## src/rtl/ecall_io_sequencer.sv

```systemverilog
// ecall_io_sequencer: stalls the pipeline while an environment call is serviced.
// READ_INT returns switch data on a fresh button press; PRINT_INT drives the display.
module ecall_io_sequencer #(
  parameter int              DATA_W        = 32,
  parameter int              SW_W          = 12,
  parameter int              OP_W          = 3,
  parameter logic [OP_W-1:0] EOP_READ_INT  = OP_W'(1),
  parameter logic [OP_W-1:0] EOP_PRINT_INT = OP_W'(2),
  parameter int              DISP_HOLD     = 1000,
  parameter int              CNT_W         = 16
) (
  input  logic              clk,
  input  logic              rst,
  input  logic              ecall_valid,
  input  logic [OP_W-1:0]   ecall_op,
  input  logic [DATA_W-1:0] a0_data,
  input  logic [SW_W-1:0]   switch_data,
  input  logic              conf_btn,
  output logic              stall,
  output logic              done,
  output logic              rd_we,
  output logic [DATA_W-1:0] rd_wdata,
  output logic              disp_we,
  output logic [DATA_W-1:0] disp_data
);

  typedef enum logic [2:0] {
    S_IDLE,
    S_WAIT_REL,
    S_WAIT_PRESS,
    S_HOLD,
    S_DONE
  } state_t;

  // A zero hold time still spends one cycle in HOLD.
  localparam int HOLD_N = (DISP_HOLD < 1) ? 1 : DISP_HOLD;
  localparam logic [CNT_W-1:0] CNT_LOAD = CNT_W'(HOLD_N - 1);

  state_t           state;
  logic [CNT_W-1:0] cnt;
  logic             is_read;
  logic             is_print;

  assign is_read  = (ecall_op == EOP_READ_INT);
  assign is_print = (ecall_op == EOP_PRINT_INT);

  // Stall while busy; released in DONE so the pipeline advances on exit.
  always_comb begin
    stall = 1'b0;
    unique case (state)
      S_IDLE:       stall = ecall_valid & (is_read | is_print);
      S_WAIT_REL,
      S_WAIT_PRESS,
      S_HOLD:       stall = 1'b1;
      default:      stall = 1'b0;
    endcase
  end

  // Sequencer FSM with registered strobes and latched result data.
  always_ff @(posedge clk) begin
    if (rst) begin
      state     <= S_IDLE;
      cnt       <= '0;
      done      <= 1'b0;
      rd_we     <= 1'b0;
      disp_we   <= 1'b0;
      rd_wdata  <= '0;
      disp_data <= '0;
    end else begin
      done    <= 1'b0;
      rd_we   <= 1'b0;
      disp_we <= 1'b0;
      unique case (state)
        S_IDLE: begin
          if (ecall_valid && is_read) begin
            state <= S_WAIT_REL;
          end else if (ecall_valid && is_print) begin
            state     <= S_HOLD;
            cnt       <= CNT_LOAD;
            disp_we   <= 1'b1;
            disp_data <= a0_data;
          end
        end
        S_WAIT_REL: begin
          // A button already held at entry must be released first.
          if (!conf_btn) state <= S_WAIT_PRESS;
        end
        S_WAIT_PRESS: begin
          if (conf_btn) begin
            state    <= S_DONE;
            done     <= 1'b1;
            rd_we    <= 1'b1;
            rd_wdata <= {{(DATA_W-SW_W){1'b0}}, switch_data};
          end
        end
        S_HOLD: begin
          if (cnt == '0) begin
            state <= S_DONE;
            done  <= 1'b1;
          end else begin
            cnt <= cnt - 1'b1;
          end
        end
        S_DONE: begin
          state <= S_IDLE;
        end
        default: begin
          state <= S_IDLE;
        end
      endcase
    end
  end

endmodule

```

## config.mk

```make
export PLATFORM = sky130hd
export DESIGN_NAME = ecall_io_sequencer
export DESIGN_NICKNAME = d
export VERILOG_FILES = /design/src/rtl/ecall_io_sequencer.sv
export SDC_FILE = /design/constraint.sdc
export NUM_CORES = 1
export LEC_CHECK = 0
export ABC_AREA = 1
export CELL_PAD_IN_SITES_DETAIL_PLACEMENT = 0
export CELL_PAD_IN_SITES_GLOBAL_PLACEMENT = 1
export CORE_ASPECT_RATIO = 1.2
export CORE_MARGIN = 5
export CORE_UTILIZATION = 33
export DETAILED_ROUTE_END_ITERATION = 7
export GPL_TIMING_DRIVEN = 0
export PLACE_DENSITY_LB_ADDON = 0.2
export REMOVE_ABC_BUFFERS = 1
export SLEW_MARGIN = 5
export SYNTH_ARGS = -nofsm -noshare
export SYNTH_HDL_FRONTEND = slang
export SYNTH_SLANG_ARGS = --single-unit
```

## constraint.sdc

```tcl
create_clock -name clk -period 2.7 [get_ports clk]
set_clock_uncertainty 0.2 [all_clocks]
set_input_delay 0.405 -clock clk [delete_from_list [all_inputs] [get_ports clk]]
set_output_delay 0.405 -clock clk [all_outputs]
set_load 0.02 [all_outputs]
```

* Yosys cells after proc, flatten, opt, wreduce, memory -nomap -nowiden *
Index checks and enable logic that the tools add are counted.

operators by class
  bitwise operators = 5
  equal/unequal tests = 12
  add/subtract/negate cells = 1
  muxes and demuxes = 15
  reductions and logical operators = 12

operators by type and width
  cell                                                 number
  two-way mux 16 bit                                   3
  case mux 16 bit (2 select lines)                     1
  zero test 16 bit                                     1
  subtractor 16 x 1 -> 16 bit, second input constant   1
  two-way mux 3 bit                                    5
  != test 2 bit, second input constant                 6
  case mux 3 bit (4 select lines)                      1
  equality test 3 x 2 -> 1 bit, second input constant  3
  AND reduction 4 bit                                  2
  equality test 3 x 1 -> 1 bit, second input constant  2
  OR reduction 3 bit                                   2
  case mux 1 bit (2 select lines)                      2
  zero test 3 bit                                      1
  two-way mux 1 bit                                    3
  != test 3 bit, second input constant                 1
  inverter 1 bit                                       3
  AND reduction 3 bit                                  1
  logical AND 1 bit                                    2
  AND reduction 2 bit                                  1
  nonzero test 2 bit                                   1
  OR reduction 2 bit                                   1
  bitwise AND 1 bit                                    1
  OR 1 bit                                             1

storage, ports and cells
  output and inout port bits = 68
  flip-flop bits (word level) = 66

* Longest topological paths before layout *
Gate-level depths: netlist of the first run.

  depth in word-level cells = 5
  gate-level depth with buffers = 11

* Least setup slack after synthesis of the first run *
Ideal clock, no wire load.

  path kind = register to output
  start = reg, netlist name cnt[0]
  end = out stall
  slack = 877 ps
  arrival time = 1218 ps
  path buffers = 0
  stages on the path, launching flop included = 9
  cell sequence = dfxtp_1 -> inv_1 -> ha_1 -> nand2_1 -> nor2_2 -> nand2_2 -> nand2_2 -> nand4_1 -> nand3_1

RTL lines
  element        line  RTL
  end, declared  19    output logic stall,

==> results.py, run 1 <==
metrics = {
    "status": {
        "status": "complete, no violations",
    },
    "placed_design": {
        "place_inst": 573,
        "gp_routability_congestion": 0.772,
        "dpl_cell_area_um2": 3920,
        "place.port_buffers": 98,
        "hpwl_um": 5460,
    },
    "sta": {
        "max_clock_freq_ghz": 0.400,
        "setup_repair_after_global_routing_missed_its_margin": "no",
        "finalHoldViolCount": 0,
        "max_slew.worst_pin.slew_ns": 0.986,
        "drv_slew": 0,
        "timing.max_slew.rel_slack_pct": 34.3,
        "min_period_ns": 2.50,
        "finalHoldWorstSlack_ns": 0.288,
        "layout_worst_path_cycle_share_pct": 92.7,
        "setup_viol_count_final": 0,
    },
    "cts": {
        "worst_setup_hold_path_clk_slew_ns": 0.07,
        "insertion_delay_ns": 0.34,
        "clock_tree.root_cell": "clkbuf_8",
        "cts-buffers-inserted": 9,
        "cts_tree": "built",
        "clock_tree.htree_level_count": 3,
        "tritoncts_num_sinks": 66,
        "cts.path.max_buffers": 2,
    },
    "drt": {
        "ant_nets": 0,
        "drt_drc_violations_left": 0,
        "first_pass_iters": 4,
        "detail_route.wl_per_cell_um": 13.1,
        "via_count": 2609,
        "drt-total-wl_um": 7700,
        "drt_first_iter_violations": 74,
        "vias_per_cell": 4.43,
    },
    "setup_path": {
        "ff2ff_setup_slack_ns": 0.81,
        "worstSetupEndpointType": "output pin",
        "worst-r2r-cell-count": 6,
        "worst_path_most_repeated_cell": "nand2_2",
        "max_stage_delay_ns": 0.33,
        "crit_fanout": 6,
        "timing.critical_path.arrival_ns": 1.90,
        "critPathRequiredTime_ns": 2.10,
        "crit_path_cell_trace": "inv_1 > ha_1 > nand2_1 > nor2_2 > nand2_2 > nand2_2 > nand4_1 > nand3_1 > dlygate4sd2_1",
        "r2r-start": "state[0]",
        "start_to_end_type_of_the_worst_setup_path": "flop to output pin",
        "worst_path_dominant_cell_family": "simple AND/OR/NAND/NOR gates",
        "critical_path_buf_inv_count": 2,
        "timing.critical_path.from_type": "flop",
        "timing.critical_path.slowest_stage_cell": "dlygate4sd2_1",
        "timing.rr.end": "disp_data[18]",
        "crit_cells": 9,
    },
    "floorplanning": {
        "core_region_area_um2": 8940,
        "die-height_um": 114,
        "initial_utilization_pct": 33.2,
        "die_w_um": 96.6,
        "die_area_um2": 11000,
        "core.rowCount": 38,
        "floorplan.io_pins": 119,
    },
    "final_layout": {
        "nFillCells": 957,
        "multiInputGateArea_um2": 1370,
        "register_area_um2": 1320,
        "final_layout_size_suffix_gt1_share_pct": 10.2,
        "antennaDiodeCount": 0,
        "areaGrowthSynthToFinish_pct": 39.5,
        "layout.nets": 518,
        "postLayoutCellArea_um2": 4150,
        "finalCoreUtilization_pct": 46.4,
        "instances_no_fill": 589,
    },
    "power": {
        "total_net_switching_power_w": 0.00102,
        "power_frac_seq_pct": 37.6,
        "power_per_cell_area_nw_per_um2": 725,
        "sw_frac_of_total_pct": 34.0,
        "p_int_w": 0.00199,
        "peak_supply_drop_mv": 0.302,
        "p_leak_nw": 1.70,
        "p_clk_share_pct": 30.8,
        "combinationalPowerShare_pct": 31.6,
    },
    "synthesis": {
        "asyncSetResetFlopFracSynth_pct": 0,
        "synth_mux_area_share_pct": 0,
        "fraction_of_the_mapped_netlist_area_in_simple_logic_gates_pct": 26.6,
        "post-synth-top-area-fraction_pct": 44.5,
        "synth_top_cells_by_area": "dfxtp_1, nor2_1, a22o_1, nand2_1, buf_4",
        "post_synth_fa_ha_maj_area_fraction_pct": 0.842,
        "synthesis.instances": 370,
        "compound_gate_portion_of_the_synthesized_area_pct": 15.7,
        "synth_edf_count": 0,
        "cell_area_after_synthesis_um2": 2970,
        "postSynthAreaPerCell_um2": 8.03,
        "sequential_element_share_of_the_synthesized_area_pct": 44.5,
        "yosys.area.top_type": "dfxtp_1",
        "ys.flop_type": "dfxtp_1",
        "synth-xor-area-share_pct": 0.295,
        "combinational_family_with_the_most_area_after_synthesis": "simple AND/OR/NAND/NOR gates",
        "yosysWarnings": 0,
        "post_synth_num_cell_types": 31,
        "ys_ff_latch": 66,
    },
    "global_routing": {
        "first_global_vias": 2677,
        "groute.usage.overall_pct": 14.1,
        "gr-total-overflow": 0,
        "global_route_wire_length_before_repair_um": 12600,
        "antenna_found_initial": 0,
        "grt_start_max_net_pins": 34,
    },
    "min_path": {
        "holdPathStages": 1,
        "hold_path_end": "disp_data[18]",
        "min-delay-path-class": "flop to flop",
        "min-delay-start": "disp_data[18]",
    },
    "job": {
        "max_cap_viol_count": 0,
    },
}
## stage by stage
stage	TNS (ns)	total power (W)	setup slack (ns)
after global routing	0	0.00321	0.00894
after global placement	-14.80	0.00211	-0.449
after detailed placement	-17.32	0.00212	-0.532
after CTS	0	0.00305	0.144
after floorplan	0	0.00177	0.877
final	0	0.00301	0.197
## cell usage after synthesis (4+ instances only)
cell type and number:
inv_1 24, nand2_2 9, dfxtp_1 66, a21oi_2 7, nor2_1 79, a22o_1 32, buf_4 21, nand2_1 47
o21ai_0 17, nor2_2 5, nand3_1 23, buf_2 5, buf_6 4
## logic make-up (layout without fill, tap and decap cells)
logic type,Yosys count,after routing
AO/OA/AOI/OAI,62,62
XOR/XNOR,1,1
adder cells (fa/ha/maj),2,2
buffers and inverters,61,141
flip-flops,66,66
other,1,20
AND/OR/NAND/NOR,177,177
## state kept, by name, indices dropped and copies added, names as in the netlist
register   cells
cnt           16
disp_data     32
disp_we        1
done           1
rd_wdata      12
rd_we          1
state          3
## cells in the final DEF, fill, tap and decap left out, drive strengths merged
| cell | instances |
|---|---|
| clkbuf | 10 |
| dlygate4sd2 | 2 |
| nand3 | 24 |
| nand4 | 3 |
| clkinv | 3 |
| clkdlybuf4s50 | 96 |
| o21ai | 19 |
| nand3b | 1 |
| a22o | 32 |
| a21oi | 11 |
| conb | 20 |
| nand2 | 57 |
| nor2 | 86 |
| or2 | 2 |
| dfxtp | 66 |
| inv | 27 |
| xor2 | 1 |
| bufinv | 2 |
| buf | 1 |
| nor3 | 4 |
| ha | 2 |
## what timing repair did
action	in CTS	in global routing
gates resized for setup	3	0
endpoints found under the setup margin	34	0
hold buffers	0	0
buffers inserted	1	0
hold endpoints to repair	0	0
## per-layer routing
metal	vias to the layer above	global-route usage [%]	wire, um
met5	-	0	0
met4	0	7.02	167
met3	12	5.44	534
met2	64	22.8	3630
met1	1176	16.4	3370
li1	1357	-	-
## worst max path at each step
| stage | start | end | slack (ns) |
|---|---|---|---|
| after CTS | cnt[0] | stall | 0.14 |
| final | cnt[0] | stall | 0.20 |
| after floorplan | cnt[0] | stall | 0.88 |
| after global placement | rst | disp_data[12] | -0.45 |
| after global routing | rst | disp_data[23] | 0.009 |
| after detailed placement | rst | disp_data[13] | -0.53 |
## power by group through the flow
stage / combinational [W] / clock, W / sequential, W
after global routing: 0.00106 / 0.00101 / 0.00114
after detailed placement: 0.000967 / 0 / 0.00115
after CTS: 0.000962 / 0.000958 / 0.00113
final: 0.000949 / 0.000927 / 0.00113
after global placement: 0.000958 / 0 / 0.00115
after floorplan: 0.000562 / 0 / 0.00121
## area by class of cell
class                           count  area share, %
Inverter                           27           2.44
Timing Repair Buffer               99           23.8
Multi-Input combinational cell    262           33.1
Sequential cell                    66           31.9
Clock inverter                      5           1.90
Clock buffer                       10           3.32
Tap cell                          120           3.62
(Power assumes the default switching activity.)
==> inputs of run 2 (changes only) <==
SKIP_CTS_REPAIR_TIMING = 1   (was not set)
==> results.py, run 2 (synthesis gave the netlist of run 1 again) <==
metrics = {
    "placed_design": {
        "place_inst": 573,
        "place.port_buffers": 98,
        "dpl_cell_area_um2": 3920,
        "hpwl_um": 5460,
        "gp_routability_congestion": 0.772,
    },
    "power": {
        "p_int_w": 0.00199,
        "total_net_switching_power_w": 0.00102,
        "sw_frac_of_total_pct": 33.9,
        "power_per_cell_area_nw_per_um2": 726,
        "power_frac_seq_pct": 37.5,
        "finalPower_w": 0.00301,
        "p_leak_nw": 1.72,
        "combinationalPowerShare_pct": 31.7,
        "peak_supply_drop_mv": 0.302,
        "p_clk_share_pct": 30.7,
    },
    "floorplanning": {
        "die_area_um2": 11000,
        "initial_utilization_pct": 33.2,
        "floorplan.io_pins": 119,
        "die_w_um": 96.6,
        "core.rowCount": 38,
        "die-height_um": 114,
        "core_region_area_um2": 8940,
    },
    "status": {
        "status": "complete, no violations",
    },
    "final_layout": {
        "nFillCells": 957,
        "instances_no_fill": 588,
        "layout.cells.most_common": "clkdlybuf4s50_1",
        "layout_top_registers": "disp_data (32), cnt (16), rd_wdata (12)",
        "final_layout_size_suffix_gt1_share_pct": 10.0,
        "areaGrowthSynthToFinish_pct": 39.5,
        "largest_register_ff_count": 32,
        "antennaDiodeCount": 0,
        "regMostFlops": "disp_data",
        "final_cell_mix": "clkdlybuf4s50_1, nor2_1, dfxtp_1, nand2_1, a22o_1",
        "layout.nets": 517,
        "postLayoutCellArea_um2": 4150,
        "finalCoreUtilization_pct": 46.4,
    },
    "drt": {
        "detail_route.wl_per_cell_um": 13.1,
        "drt_drc_violations_left": 0,
        "drt-total-wl_um": 7700,
        "first_pass_iters": 4,
        "drt_first_iter_violations": 86,
        "via_count": 2617,
        "vias_per_cell": 4.45,
        "ant_nets": 0,
    },
    "global_routing": {
        "gr-total-overflow": 0,
        "antenna_found_initial": 0,
        "groute.usage.overall_pct": 14.1,
        "grt_start_max_net_pins": 34,
        "first_global_vias": 2645,
        "global_route_wire_length_before_repair_um": 12600,
    },
    "setup_path": {
        "critPathRequiredTime_ns": 2.10,
        "crit_fanout": 14,
        "timing.critical_path.arrival_ns": 1.86,
        "worst_path_dominant_cell_family": "simple AND/OR/NAND/NOR gates",
        "crit_path_cell_trace": "nand2_2 > nor2_4 > nand2_2 > nand4_1 > nand3_1 > dlymetal6s2s_1",
        "timing.critical_path.slowest_stage_cell": "dfxtp_1",
        "start_to_end_type_of_the_worst_setup_path": "flop to output pin",
        "critical_path_buf_inv_count": 1,
        "max_stage_delay_ns": 0.42,
        "worst_path_most_repeated_cell": "nand2_2",
        "timing.critical_path.from_type": "flop",
        "worstSetupEndpointType": "output pin",
    },
    "cts": {
        "cts-buffers-inserted": 9,
        "cts.path.max_buffers": 2,
        "clock_tree.root_cell": "clkbuf_8",
        "tritoncts_num_sinks": 66,
        "cts_tree": "built",
        "worst_setup_hold_path_clk_slew_ns": 0.07,
        "insertion_delay_ns": 0.34,
        "clock_tree.htree_level_count": 3,
    },
    "sta": {
        "timing.max_slew.rel_slack_pct": 33.0,
        "setup_repair_after_global_routing_missed_its_margin": "no",
        "final.setup.tns_ns": 0,
        "max_clock_freq_ghz": 0.405,
        "drv_slew": 0,
        "layout_worst_path_cycle_share_pct": 91.5,
        "finalHoldViolCount": 0,
        "min_period_ns": 2.47,
        "setup_viol_count_final": 0,
        "max_slew.worst_pin.slew_ns": 1.00,
    },
    "min_path": {
        "min-delay-path-class": "flop to flop",
    },
    "job": {
        "max_cap_viol_count": 0,
    },
}
run 2: path summary, 6_finish.rpt:
| check | from | end | slack (ns) | depth (start not counted) |
|---|---|---|---|---|
| worst min register to register | disp_data[31] | disp_data[31] | 0.29 | 1 |
| worst max-delay path | state[1] | stall | 0.23 | 6 |
| worst max register to register | state[1] | cnt[10] | 0.77 | 7 |
| worst min-delay path | disp_data[31] | disp_data[31] | 0.29 | 1 |
run 2: worst register-to-register path: stages, from the launching register on:
cell     delay [ns]
dfxtp_1        0.42
nand2_2        0.14
nor2_4         0.38
nand2_2        0.18
nand2_4        0.24
nor2_1         0.07
nor2_1         0.12
nor2_1         0.05
run 2: final cells by class:
type / instances / area [um^2] / share of cell area [%]
Multi-Input combinational cell: 262 / 1370 / 33.1
Clock buffer: 10 / 138 / 3.32
Timing Repair Buffer: 98 / 986 / 23.8
Sequential cell: 66 / 1320 / 31.9
Inverter: 27 / 101 / 2.44
Clock inverter: 5 / 78.8 / 1.90
Tap cell: 120 / 150 / 3.62
run 2: metrics by stage:
| stage | setup WS, ns | hold slack (ns) |
|---|---|---|
| finish | 0.230 | 0.288 |
| global route | 0.0904 | 0.304 |
| CTS | -0.171 | 0.290 |
| detailed placement | -0.532 | 0.270 |
| global placement | -0.449 | 0.263 |
| floorplan | 0.877 | 0.265 |
run 2: metal layers:
layer  global-route usage [%]  up-vias  share of wire, %
met4                     7.02        0               2.1
met1                     16.6     1186                44
met2                     22.6       64                47
met5                        0        -                 0
li1                         -     1354                 -
met3                     5.44       13               6.8
run 2: power groups by stage:
stage	Clock (W)	Sequential, W	Combinational [W]
CTS	0.000958	0.00113	0.000970
finish	0.000925	0.00113	0.000955
global route	0.00101	0.00114	0.00107
detailed placement	0	0.00115	0.000967
floorplan	0	0.00121	0.000562
global placement	0	0.00115	0.000958
